--- config.mk ---
export PLATFORM = sky130hd
export DESIGN_NAME = regfile_wb_arbiter_flat
export DESIGN_NICKNAME = d
export VERILOG_FILES = /design/src/rtl/regfile_wb_arbiter_if.sv /design/src/rtl/regfile_wb_arbiter.sv /design/src/flat_wrapper.sv
export SDC_FILE = /design/constraint.sdc
export NUM_CORES = 1
export LEC_CHECK = 0
export ABC_AREA = 0
export CORE_ASPECT_RATIO = 0.75
export CORE_UTILIZATION = 65
export CTS_BUF_LIST = sky130_fd_sc_hd__clkbuf_8
export DETAILED_ROUTE_END_ITERATION = 16
export DONT_BUFFER_PORTS = 1
export PLACE_DENSITY = 0.81
export RECOVER_POWER = 100
export SYNTH_ARGS = -nofsm -noshare
export SYNTH_HDL_FRONTEND = slang
export SYNTH_SLANG_ARGS = --single-unit
--- constraint.sdc ---
create_clock -name clk -period 3.9 [get_ports clk]
set_input_delay 0.39 -clock clk [delete_from_list [all_inputs] [get_ports clk]]
set_output_delay 0.39 -clock clk [all_outputs]
set_load 0.02 [all_outputs]
--- src/rtl/regfile_wb_arbiter_if.sv ---
`default_nettype none
// ============================================================================
// Module      : regfile_wb_arbiter_if
// Description : Requester-side handshake and regfile write-port bundle for
//               the write-back arbiter.
// Revision    : 1.0 - initial release
// ============================================================================
interface regfile_wb_arbiter_if #(
  parameter int NUM_REQ    = 4,
  parameter int DATA_WIDTH = 16,
  parameter int SEL_WIDTH  = 4
);
  logic [NUM_REQ-1:0]            req_valid;
  logic [NUM_REQ*SEL_WIDTH-1:0]  req_sel;
  logic [NUM_REQ*DATA_WIDTH-1:0] req_data;
  logic [NUM_REQ-1:0]            req_ready;
  logic                          in1_we;
  logic [SEL_WIDTH-1:0]          in1_sel;
  logic [DATA_WIDTH-1:0]         in1_data;
  logic                          in2_we;
  logic [SEL_WIDTH-1:0]          in2_sel;
  logic [DATA_WIDTH-1:0]         in2_data;

  // Producer / regfile side: drives requests, observes accepts and writes
  modport master (
    output req_valid, req_sel, req_data,
    input  req_ready, in1_we, in1_sel, in1_data, in2_we, in2_sel, in2_data
  );

  // Arbiter side
  modport slave (
    input  req_valid, req_sel, req_data,
    output req_ready, in1_we, in1_sel, in1_data, in2_we, in2_sel, in2_data
  );
endinterface
`default_nettype wire

--- src/rtl/regfile_wb_arbiter.sv ---
`default_nettype none
// ============================================================================
// Module      : regfile_wb_arbiter
// Description : Round-robin write-back arbiter granting up to two
//               non-conflicting register writes per cycle onto the two
//               regfile write ports, outputs registered.
// Revision    : 1.0 - initial release
// ============================================================================
module regfile_wb_arbiter #(
  parameter int NUM_REQ    = 4,
  parameter int DATA_WIDTH = 16,
  parameter int SEL_WIDTH  = 4
) (
  input  logic                 clk,
  input  logic                 rst,
  regfile_wb_arbiter_if.slave  bus
);

  localparam int PTR_W = $clog2(NUM_REQ);
  localparam logic [PTR_W:0]   c_num_req  = (PTR_W+1)'(NUM_REQ);
  localparam logic [PTR_W-1:0] c_last_idx = PTR_W'(NUM_REQ-1);

  logic [SEL_WIDTH-1:0]  w_sel  [NUM_REQ];
  logic [DATA_WIDTH-1:0] w_data [NUM_REQ];

  logic [PTR_W-1:0]      r_rr_ptr;
  logic [PTR_W:0]        w_scan_sum;
  logic [PTR_W-1:0]      w_scan_idx;

  logic                  w_a_found;
  logic [PTR_W-1:0]      w_a_idx;
  logic [SEL_WIDTH-1:0]  w_a_sel;
  logic [DATA_WIDTH-1:0] w_a_data;
  logic                  w_b_found;
  logic [PTR_W-1:0]      w_b_idx;
  logic [SEL_WIDTH-1:0]  w_b_sel;
  logic [DATA_WIDTH-1:0] w_b_data;

  logic [NUM_REQ-1:0]    w_ready;
  logic [PTR_W-1:0]      w_last_idx;
  logic [PTR_W-1:0]      w_ptr_next;

  logic                  r_in1_we;
  logic [SEL_WIDTH-1:0]  r_in1_sel;
  logic [DATA_WIDTH-1:0] r_in1_data;
  logic                  r_in2_we;
  logic [SEL_WIDTH-1:0]  r_in2_sel;
  logic [DATA_WIDTH-1:0] r_in2_data;

  // Split the packed request buses into per-requester fields
  for (genvar gi = 0; gi < NUM_REQ; gi++) begin : g_unpack
    assign w_sel[gi]  = bus.req_sel[gi*SEL_WIDTH +: SEL_WIDTH];
    assign w_data[gi] = bus.req_data[gi*DATA_WIDTH +: DATA_WIDTH];
  end

  // Scan from the pointer: first valid is A, next valid with a different sel is B
  always_comb begin
    w_a_found  = 1'b0;
    w_a_idx    = '0;
    w_a_sel    = '0;
    w_a_data   = '0;
    w_b_found  = 1'b0;
    w_b_idx    = '0;
    w_b_sel    = '0;
    w_b_data   = '0;
    w_scan_sum = '0;
    w_scan_idx = '0;
    for (int k = 0; k < NUM_REQ; k++) begin
      w_scan_sum = {1'b0, r_rr_ptr} + (PTR_W+1)'(k);
      if (w_scan_sum >= c_num_req) begin
        w_scan_sum = w_scan_sum - c_num_req;
      end
      w_scan_idx = w_scan_sum[PTR_W-1:0];
      // Fields of a non-valid requester are never looked at
      if (bus.req_valid[w_scan_idx]) begin
        if (!w_a_found) begin
          w_a_found = 1'b1;
          w_a_idx   = w_scan_idx;
          w_a_sel   = w_sel[w_scan_idx];
          w_a_data  = w_data[w_scan_idx];
        end else if (!w_b_found && (w_sel[w_scan_idx] != w_a_sel)) begin
          w_b_found = 1'b1;
          w_b_idx   = w_scan_idx;
          w_b_sel   = w_sel[w_scan_idx];
          w_b_data  = w_data[w_scan_idx];
        end
      end
    end
  end

  // Accept only the two grants, and nothing while reset is held
  always_comb begin
    w_ready = '0;
    if (!rst) begin
      if (w_a_found) w_ready[w_a_idx] = 1'b1;
      if (w_b_found) w_ready[w_b_idx] = 1'b1;
    end
  end

  assign bus.req_ready = w_ready;

  // Pointer moves just past the last grant in scan order
  always_comb begin
    w_last_idx = w_b_found ? w_b_idx : w_a_idx;
    w_ptr_next = (w_last_idx == c_last_idx) ? '0 : w_last_idx + 1'b1;
  end

  // Round-robin pointer, holds when nothing is granted
  always_ff @(posedge clk or posedge rst) begin
    if (rst) begin
      r_rr_ptr <= '0;
    end else if (w_a_found) begin
      r_rr_ptr <= w_ptr_next;
    end
  end

  // Registered write ports; sel/data hold while the port is idle
  always_ff @(posedge clk or posedge rst) begin
    if (rst) begin
      r_in1_we   <= 1'b0;
      r_in1_sel  <= '0;
      r_in1_data <= '0;
      r_in2_we   <= 1'b0;
      r_in2_sel  <= '0;
      r_in2_data <= '0;
    end else begin
      r_in1_we <= w_a_found;
      r_in2_we <= w_b_found;
      if (w_a_found) begin
        r_in1_sel  <= w_a_sel;
        r_in1_data <= w_a_data;
      end
      if (w_b_found) begin
        r_in2_sel  <= w_b_sel;
        r_in2_data <= w_b_data;
      end
    end
  end

  assign bus.in1_we   = r_in1_we;
  assign bus.in1_sel  = r_in1_sel;
  assign bus.in1_data = r_in1_data;
  assign bus.in2_we   = r_in2_we;
  assign bus.in2_sel  = r_in2_sel;
  assign bus.in2_data = r_in2_data;

endmodule
`default_nettype wire

--- src/flat_wrapper.sv ---
// flat-port wrapper written by rule: the top's interface ports become plain ports
module regfile_wb_arbiter_flat 
#(
  parameter int NUM_REQ    = 4,
  parameter int DATA_WIDTH = 16,
  parameter int SEL_WIDTH  = 4
)
  (clk, rst, bus_req_valid, bus_req_sel, bus_req_data, bus_req_ready, bus_in1_we, bus_in1_sel, bus_in1_data, bus_in2_we, bus_in2_sel, bus_in2_data);
  regfile_wb_arbiter_if #(.NUM_REQ(NUM_REQ), .DATA_WIDTH(DATA_WIDTH), .SEL_WIDTH(SEL_WIDTH)) bus_i ();
  input  logic clk;
  input  logic rst;
  input wire logic [$bits(bus_i.req_valid)-1:0] bus_req_valid;
  input wire logic [$bits(bus_i.req_sel)-1:0] bus_req_sel;
  input wire logic [$bits(bus_i.req_data)-1:0] bus_req_data;
  output wire logic [$bits(bus_i.req_ready)-1:0] bus_req_ready;
  output wire logic [$bits(bus_i.in1_we)-1:0] bus_in1_we;
  output wire logic [$bits(bus_i.in1_sel)-1:0] bus_in1_sel;
  output wire logic [$bits(bus_i.in1_data)-1:0] bus_in1_data;
  output wire logic [$bits(bus_i.in2_we)-1:0] bus_in2_we;
  output wire logic [$bits(bus_i.in2_sel)-1:0] bus_in2_sel;
  output wire logic [$bits(bus_i.in2_data)-1:0] bus_in2_data;
  assign bus_i.req_valid = bus_req_valid;
  assign bus_i.req_sel = bus_req_sel;
  assign bus_i.req_data = bus_req_data;
  assign bus_req_ready = bus_i.req_ready;
  assign bus_in1_we = bus_i.in1_we;
  assign bus_in1_sel = bus_i.in1_sel;
  assign bus_in1_data = bus_i.in1_data;
  assign bus_in2_we = bus_i.in2_we;
  assign bus_in2_sel = bus_i.in2_sel;
  assign bus_in2_data = bus_i.in2_data;
  regfile_wb_arbiter #(.NUM_REQ(NUM_REQ), .DATA_WIDTH(DATA_WIDTH), .SEL_WIDTH(SEL_WIDTH)) u_core (.clk(clk), .rst(rst), .bus(bus_i));
endmodule
-- Word level (Yosys, flattened, before mapping)
Cells that the tools add are included.
- equality and inequality tests: 4
- magnitude comparators: 16
- bitwise logic cells: 5
- mux-type cells: 107
- reductions and logical operators: 6
- add/sub/neg operators: 8
- operators with widths (cell ; count):
    16-bit 2-to-1 mux ; 24
    16-bit binary-select mux with 2-bit select ; 4
    4-bit 2-to-1 mux ; 28
    2-bit 2-to-1 mux ; 22
    4-bit binary-select mux with 2-bit select ; 4
    3-bit >= comparator (second input constant) ; 7
    1-bit 2-to-1 mux ; 19
    2-bit by 3-bit < comparator with 1-bit output (second input constant) ; 6
    4-bit != test ; 3
    2-bit NOT with 3-bit output ; 4
    1-bit binary-select mux with 2-bit select ; 4
    2-bit by 1-bit subtractor with 2-bit output (second input constant) ; 4
    2-bit by 2-bit adder with 3-bit output (second input constant) ; 2
    1-bit demux with 2-bit select ; 2
    2-bit by 1-bit >= comparator with 1-bit output (second input constant) ; 2
    1-bit logical AND ; 4
    4-bit OR ; 1
    2-bit by 1-bit adder with 3-bit output (second input constant) ; 1
    2-bit by 3-bit >= comparator with 1-bit output (second input constant) ; 1
    2-bit by 1-bit adder with 2-bit output (second input constant) ; 1
    2-bit equality test (second input constant) ; 1
    1-bit zero test ; 2
- word-level logic and storage cells: 153
- output and inout port bits: 46
- register bits after elaboration: 44

-- Depth between registers and ports, before layout
Gate-level depths: netlist of the first run.
- depth after elaboration: 28
- mapped depth: 16

-- Worst setup path after synthesis of the first run
OpenSTA, ideal clock, no wires.
- path type: register -> output
- start: reg u_core.r_rr_ptr[0]
- end: out bus_req_ready[3]
- cell stages (with the launch flop): 12
- arrival: 2.997 ns
- slack: 0.513 ns
- required time: 3.510 ns
- path through: dfrtp_1 -> buf_2 -> or4b_2 -> a21oi_1 -> or4_1 -> nand4_1 -> o211ai_2 -> nand2_1 -> nor3b_1 -> or2_2 -> a22oi_1 -> nor2_1
- cells in the longest elaborated chain, start to end: 28
- elaborated cells between the ends (all ways): 95
- ends and longest elaborated chain (element ; RTL line ; text):
    start: declaration ; regfile_wb_arbiter.sv:26 ; logic [PTR_W-1:0] r_rr_ptr;
    start signal: assignment ; regfile_wb_arbiter.sv:113 ; r_rr_ptr <= w_ptr_next;
    2-bit by 1-bit adder with 3-bit output, or another cell as far along ; regfile_wb_arbiter.sv:69 ; w_scan_sum = {1'b0, r_rr_ptr} + (PTR_W+1)'(k);
    3-bit >= comparator, or another cell as far along ; regfile_wb_arbiter.sv:70 ; if (w_scan_sum >= c_num_req) begin
    2-bit 2-to-1 mux or 2-bit NOT with 3-bit output (tied branches) ; regfile_wb_arbiter.sv:70, regfile_wb_arbiter.sv:79 ;
    2-bit NOT with 3-bit output (implied by the code) or 4-bit binary-select mux with 2-bit select (tied branches) ; -- ;
    4-bit binary-select mux with 2-bit select or 4-bit 2-to-1 mux (tied branches) ; -- ;
    4-bit 2-to-1 mux, on equally long branches ; -- ;
    4-bit 2-to-1 mux, on equally long branches ; regfile_wb_arbiter.sv:79, regfile_wb_arbiter.sv:81, regfile_wb_arbiter.sv:75 ;
    4-bit != test ; regfile_wb_arbiter.sv:81 ; end else if (!w_b_found && (w_sel[w_scan_idx] != w_a_sel)) begin
    (+12 left out) ; -- ;
    2-bit 2-to-1 mux ; regfile_wb_arbiter.sv:75 ; if (bus.req_valid[w_scan_idx]) begin
    2-bit by 3-bit < comparator with 1-bit output (implied by the code) or 2-bit by 1-bit >= comparator with 1-bit output (tied branches) ; regfile_wb_arbiter.sv:96 ; if (w_b_found) w_ready[w_b_idx] = 1'b1;
    1-bit logical AND (implied by the code) ; regfile_wb_arbiter.sv:96 ;
    1-bit 2-to-1 mux (implied by the code) ; regfile_wb_arbiter.sv:96 ;
    1-bit demux with 2-bit select ; -- ;
    4-bit OR (no source line) ; -- ;
    4-bit 2-to-1 mux * ; regfile_wb_arbiter.sv:96 ;
    4-bit 2-to-1 mux * ; regfile_wb_arbiter.sv:94 ; if (!rst) begin
    end: declaration ; flat_wrapper.sv:15 ; output wire logic [$bits(bus_i.req_ready)-1:0] bus_req_ready;
Mark *: on every way between the ends. The rest lies on a longest branch, timed or not. The select of a mux whose other input is x is not followed.

-- Final worst setup path of the first run
- start: reg u_core.r_rr_ptr[1]
- end: out bus_req_ready[2]
The elaborated chain is that of the path after synthesis.

==> impl.org, run 1 <==
** Synthesis
- Of all flip-flops after synthesis, the portion carrying an async set or reset was 100%.
- Yosys top cell by area :: sky130_fd_sc_hd__dfrtp_1
- Counting distinct cell types in the post-synthesis netlist gives 65.
- Synth warn :: 0
- After synthesis the netlist holds a flip-flop and latch count of 44.
- Sorting the synthesized cells by area gives the leading types as sky130_fd_sc_hd__dfrtp_1 (21%), sky130_fd_sc_hd__mux2i_1 (18%), sky130_fd_sc_hd__mux4_2 (10%).
- Synthesis produced a netlist whose cell count is 587.
- Avg Synthesized Cell Area :: 8.92 µm²
- Sequential cells were found to cover 21.0% of the synthesized design area.
- Synthesis produced a netlist with a net count of 674.
- Most used flip-flop cell after synthesis :: sky130_fd_sc_hd__dfrtp_1
- The cell area that synthesis handed to floorplanning was 0.00524 mm².
- Post-synth EDFFs :: 0
- Top cell type's share of synthesized area :: 21.0%

** Routing
- Using the TritonRoute via totals, the vias-per-cell ratio works out to 7.63.
- Dividing the detail-routed wire length by the instance count gives 24.4 µm.
- Final ANT Viol Nets :: 0
- Across all layers, the routed design uses 5,160 vias.
- Remaining DRCs :: 0
- The first detailed-routing pass ran for 5 iterations.
- For this block, the routed nets add up to 16,500 µm of wire.
- DRC violation total after the first TritonRoute iteration :: 540

** Timing
- Final critical path time including I/O delays and setup :: 3.85 ns
- Slew headroom :: -17.6%
- Final setup viols :: 0
- Crit share post-route :: 98.7%
- Clock skew on the completed layout was measured at 0.00697 ns.
- Max Transition Viols Final :: 45
- Based on the critical path, the design can be clocked at up to 0.260 GHz.
- At the pin with the least slew margin, the transition time is 1.76 ns.
- Final setup slack of the worst path :: 0.0508 ns
- The number of failing hold endpoints at the final stage is 0.

** Setup path
- Arrival time reported for the critical path endpoint :: 3.46 ns
- In this run the worst path has a maximum fanout of 8.
- On the critical path, the stage with the largest delay is an instance of sky130_fd_sc_hd__dfrtp_4.
- STA classifies the critical path startpoint as a register.
- Category of the worst setup path capture point :: output pin
- STA puts the critical path data required time at 3.51 ns.
- By instance count, the cell type seen most on the critical path is sky130_fd_sc_hd__buf_4.
- CP Cell Sequence :: buf_6 -> mux2_2 -> o21ai_2 -> inv_2 -> and2_4 -> or4_1 -> nand4_1 -> o211ai_2 -> buf_4 -> a31oi_1 -> o22ai_2 -> a21oi_2 -> nor2_1 -> buf_4
- Minimum setup slack among reg-to-reg paths :: 0.15 ns
- The critical path is of the reg -> out type.
- The largest single stage delay on the critical path is 0.49 ns.

** GRT
- Vias in the first global route :: 5,002
- The initial antenna violation count is 0.
- The total overflow left after global routing is 0.
- Overall track demand over capacity in global routing :: 38.2%
- The first global-routing pass estimated 25,000 µm of wire.
- Pin count of the biggest net entering global routing :: 80

** Floorplanning
- The floorplan step defined a die boundary enclosing 0.00842 mm².
- Core region area :: 0.00757 mm²
- Initial standard-cell utilization of the core :: 69.2%
- Std-Cell Rows :: 27
- I/O pin count :: 132
- The die is 79.7 µm tall.
- From left edge to right edge, the die measures 106 µm.

** Power and ir drop
- Dividing total power by cell area gives a power density of 1180 mW/mm².
- Comb pwr share :: 76.2%
- Cell-internal power :: 3.17 mW
- Sequential cells burn 17.9% of the power.
- Clock power share :: 5.9%
- Switching power of the nets :: 3.57 mW
- Leakage power total :: 2.39 nW
- Net switching is 53.0% of the power.
- VDD sags by at most 648 µV.

** Clock tree
- The clock drives 44 sinks.
- CTS tree :: yes
- Number of buffers inserted during clock tree synthesis :: 5
- The H-tree was split into 2 levels.
- Clock-pin transition on the worst setup and hold timing paths :: 0.09 ns
- Largest buffer count on any clock path :: 2
- Clock Tree Root :: sky130_fd_sc_hd__clkbuf_8
- For the worst-skew pair, the clock arrives at the later sink with an insertion delay of 0.31 ns.

** Status
- Outcome :: finished with violations
- Violated checks :: capacitance limit, slew limit

** Job
- Number of max-cap violations :: 1

** Placed design
- Pre-CTS setup slack :: 0.0506 ns
- Total half-perimeter wirelength after legalization and detailed placement :: 11,600 µm
- At the end of routability-driven placement, the weighted congestion stood at 0.902.
- During placement, the flow inserted port buffers numbering 0.

** Cells and area
- Area growth from synthesis to final layout :: 8.72%
- The number of antenna diodes in the final layout is 0.
- Cells with a size suffix above 1 make up 24.3% of the layout.
- Post-route core utilization :: 75.2%
- The final layout contains 661 nets.

** Min path
- Worst Hold Class :: in -> reg
-- path summary, 6_finish.rpt --
check,from,to,cells past startpoint
worst max-delay path,u_core.r_rr_ptr[1],bus_req_ready[2],14
worst min-delay path,bus_req_data[44],u_core.bus.in1_data[12],3
worst max register to register,u_core.r_rr_ptr[1],u_core.bus.in2_data[12],14
worst min register to register,u_core.bus.in1_data[13],u_core.bus.in1_data[13],1
max in group asynchronous,rst,u_core.r_rr_ptr[0],1
min in group asynchronous,rst,u_core.bus.in1_data[6],1
-- layout make-up --
type,instances,area (µm²)
Clock buffer,6,82.6
Clock inverter,2,38.8
Fill cell,562,1870
Inverter,8,30.0
Multi-Input combinational cell,481,4030
Sequential cell,44,1110
Tap cell,101,126
Timing Repair Buffer,34,278
-- power by group through the flow --
stage	Sequential, mW	Clock, mW	Combinational [mW]
6_report	1.21	0.394	5.14
2_1_floorplan	1.12	0	3.73
4_1_cts	1.20	0.393	4.75
5_1_grt	1.23	0.408	5.47
3_3_place_gp	1.24	0	4.44
3_5_place_dp	1.25	0	4.60
-- cells by family after synthesis --
family / after synthesis / synth area share, %
AO/OA/AOI/OAI: 179 / 23.4
multiplexers: 151 / 35.6
flip-flops: 44 / 21.0
buffers and inverters: 62 / 5.69
AND/OR/NAND/NOR: 137 / 11.9
XOR/XNOR: 13 / 2.17
adder cells (fa/ha/maj): 1 / 0.239
-- synthesized netlist by cell type (2+ instances only) --
master                      instances
sky130_fd_sc_hd__a2111oi_1          2
sky130_fd_sc_hd__a211oi_1           9
sky130_fd_sc_hd__a21o_1            10
sky130_fd_sc_hd__a21oi_1           47
sky130_fd_sc_hd__a22o_1             3
sky130_fd_sc_hd__a22oi_1            4
sky130_fd_sc_hd__a31oi_1            6
sky130_fd_sc_hd__a32oi_1            4
sky130_fd_sc_hd__and2_1             6
sky130_fd_sc_hd__and3_1             2
sky130_fd_sc_hd__buf_1              9
sky130_fd_sc_hd__buf_2             10
sky130_fd_sc_hd__buf_4              2
sky130_fd_sc_hd__buf_6              3
sky130_fd_sc_hd__buf_8              2
sky130_fd_sc_hd__clkbuf_1          28
sky130_fd_sc_hd__dfrtp_1           44
sky130_fd_sc_hd__inv_1              7
sky130_fd_sc_hd__mux2_2            31
sky130_fd_sc_hd__mux2_4             3
sky130_fd_sc_hd__mux2i_1           93
sky130_fd_sc_hd__mux4_2            24
sky130_fd_sc_hd__nand2_1           55
sky130_fd_sc_hd__nand2b_1           3
sky130_fd_sc_hd__nand3_1            4
sky130_fd_sc_hd__nand4_1            3
sky130_fd_sc_hd__nor2_1            45
sky130_fd_sc_hd__nor2b_1            2
sky130_fd_sc_hd__nor3b_1            3
sky130_fd_sc_hd__o211a_1            3
sky130_fd_sc_hd__o211ai_1           5
sky130_fd_sc_hd__o211ai_2           2
sky130_fd_sc_hd__o21ai_0           28
sky130_fd_sc_hd__o21ai_1            2
sky130_fd_sc_hd__o221ai_1          15
sky130_fd_sc_hd__o22ai_1           17
sky130_fd_sc_hd__o2bb2a_1           3
sky130_fd_sc_hd__o31ai_1            3
sky130_fd_sc_hd__or2_2              6
sky130_fd_sc_hd__or4_1              3
sky130_fd_sc_hd__xnor2_1            4
sky130_fd_sc_hd__xor2_1             9
-- what timing repair did --
action	in CTS	in global routing
pin swaps	0	10
setup endpoints to repair	4	4
buffers inserted	3	4
cloned	0	0
gates resized for setup	8	34
hold buffers	0	0
-- state kept, by name, indices dropped and copies added, names as in the netlist --
name and flops:
u_core.bus.in2_we 1, u_core.bus.in2_sel 4, u_core.bus.in2_data 16, u_core.r_rr_ptr 2, u_core.bus.in1_sel 4, u_core.bus.in1_data 16
u_core.bus.in1_we 1
-- critical path, delay by kind of cell (launching register included) --
family / cells / cell delay [ns]
buf+inv: 4 / 0.62
flops: 1 / 0.49
mux: 1 / 0.35
simple gates: 4 / 0.77
compound gates: 5 / 0.92
-- metal layers --
layer  up-vias  wire length [µm]  track usage, %
li1       2229                 -               -
met1      2516              6710            49.6
met2       364              7520            61.2
met3        51              1920            11.3
met4         0               348            13.2
met5         -                 0               0
-- per-stage QoR --
| stage | TNS [ns] | total power [mW] | hold slack (ns) | area (µm²) | std cells |
|---|---|---|---|---|---|
| 3_3_place_gp | 0 | 5.68 | 0.518 | 5320 | 661 |
| 3_5_place_dp | 0 | 5.84 | 0.538 | 5320 | 661 |
| 6_report | 0 | 6.74 | 0.421 | 5690 | 676 |
| 4_1_cts | -0.0367 | 6.34 | 0.206 | 5510 | 672 |
| 5_1_grt | -0.0776 | 7.10 | 0.427 | 5690 | 676 |
| 2_1_floorplan | 0 | 4.85 | 0.595 | 5240 | 587 |
-- cells in the final DEF, fill, tap and decap left out, drive strengths merged, types with 6 or more instances in the layout --
| cell | instances |
|---|---|
| mux2i | 93 |
| nand2 | 55 |
| a21oi | 47 |
| nor2 | 45 |
| dfrtp | 44 |
| mux2 | 34 |
| o21ai | 31 |
| buf | 30 |
| mux4 | 24 |
| o22ai | 17 |
| o221ai | 15 |
| a21o | 10 |
| clkbuf | 10 |
| a211oi | 9 |
| xor2 | 9 |
| inv | 8 |
| o211ai | 7 |
| a31oi | 6 |
| or2 | 6 |
| and2 | 6 |
No activity file was read; power rests on OpenSTA's default activity.
==> run 2, diff against run 1 <==
--- a/config.mk
+++ b/config.mk
@@ -8,7 +8,6 @@
 export ABC_AREA = 0
 export CORE_ASPECT_RATIO = 0.75
 export CORE_UTILIZATION = 65
-export CTS_BUF_LIST = sky130_fd_sc_hd__clkbuf_8
 export DETAILED_ROUTE_END_ITERATION = 16
 export DONT_BUFFER_PORTS = 1
 export PLACE_DENSITY = 0.81
==> results of run 2 <==
The final DEF is identical to that of run 1; final timing and power are the same.
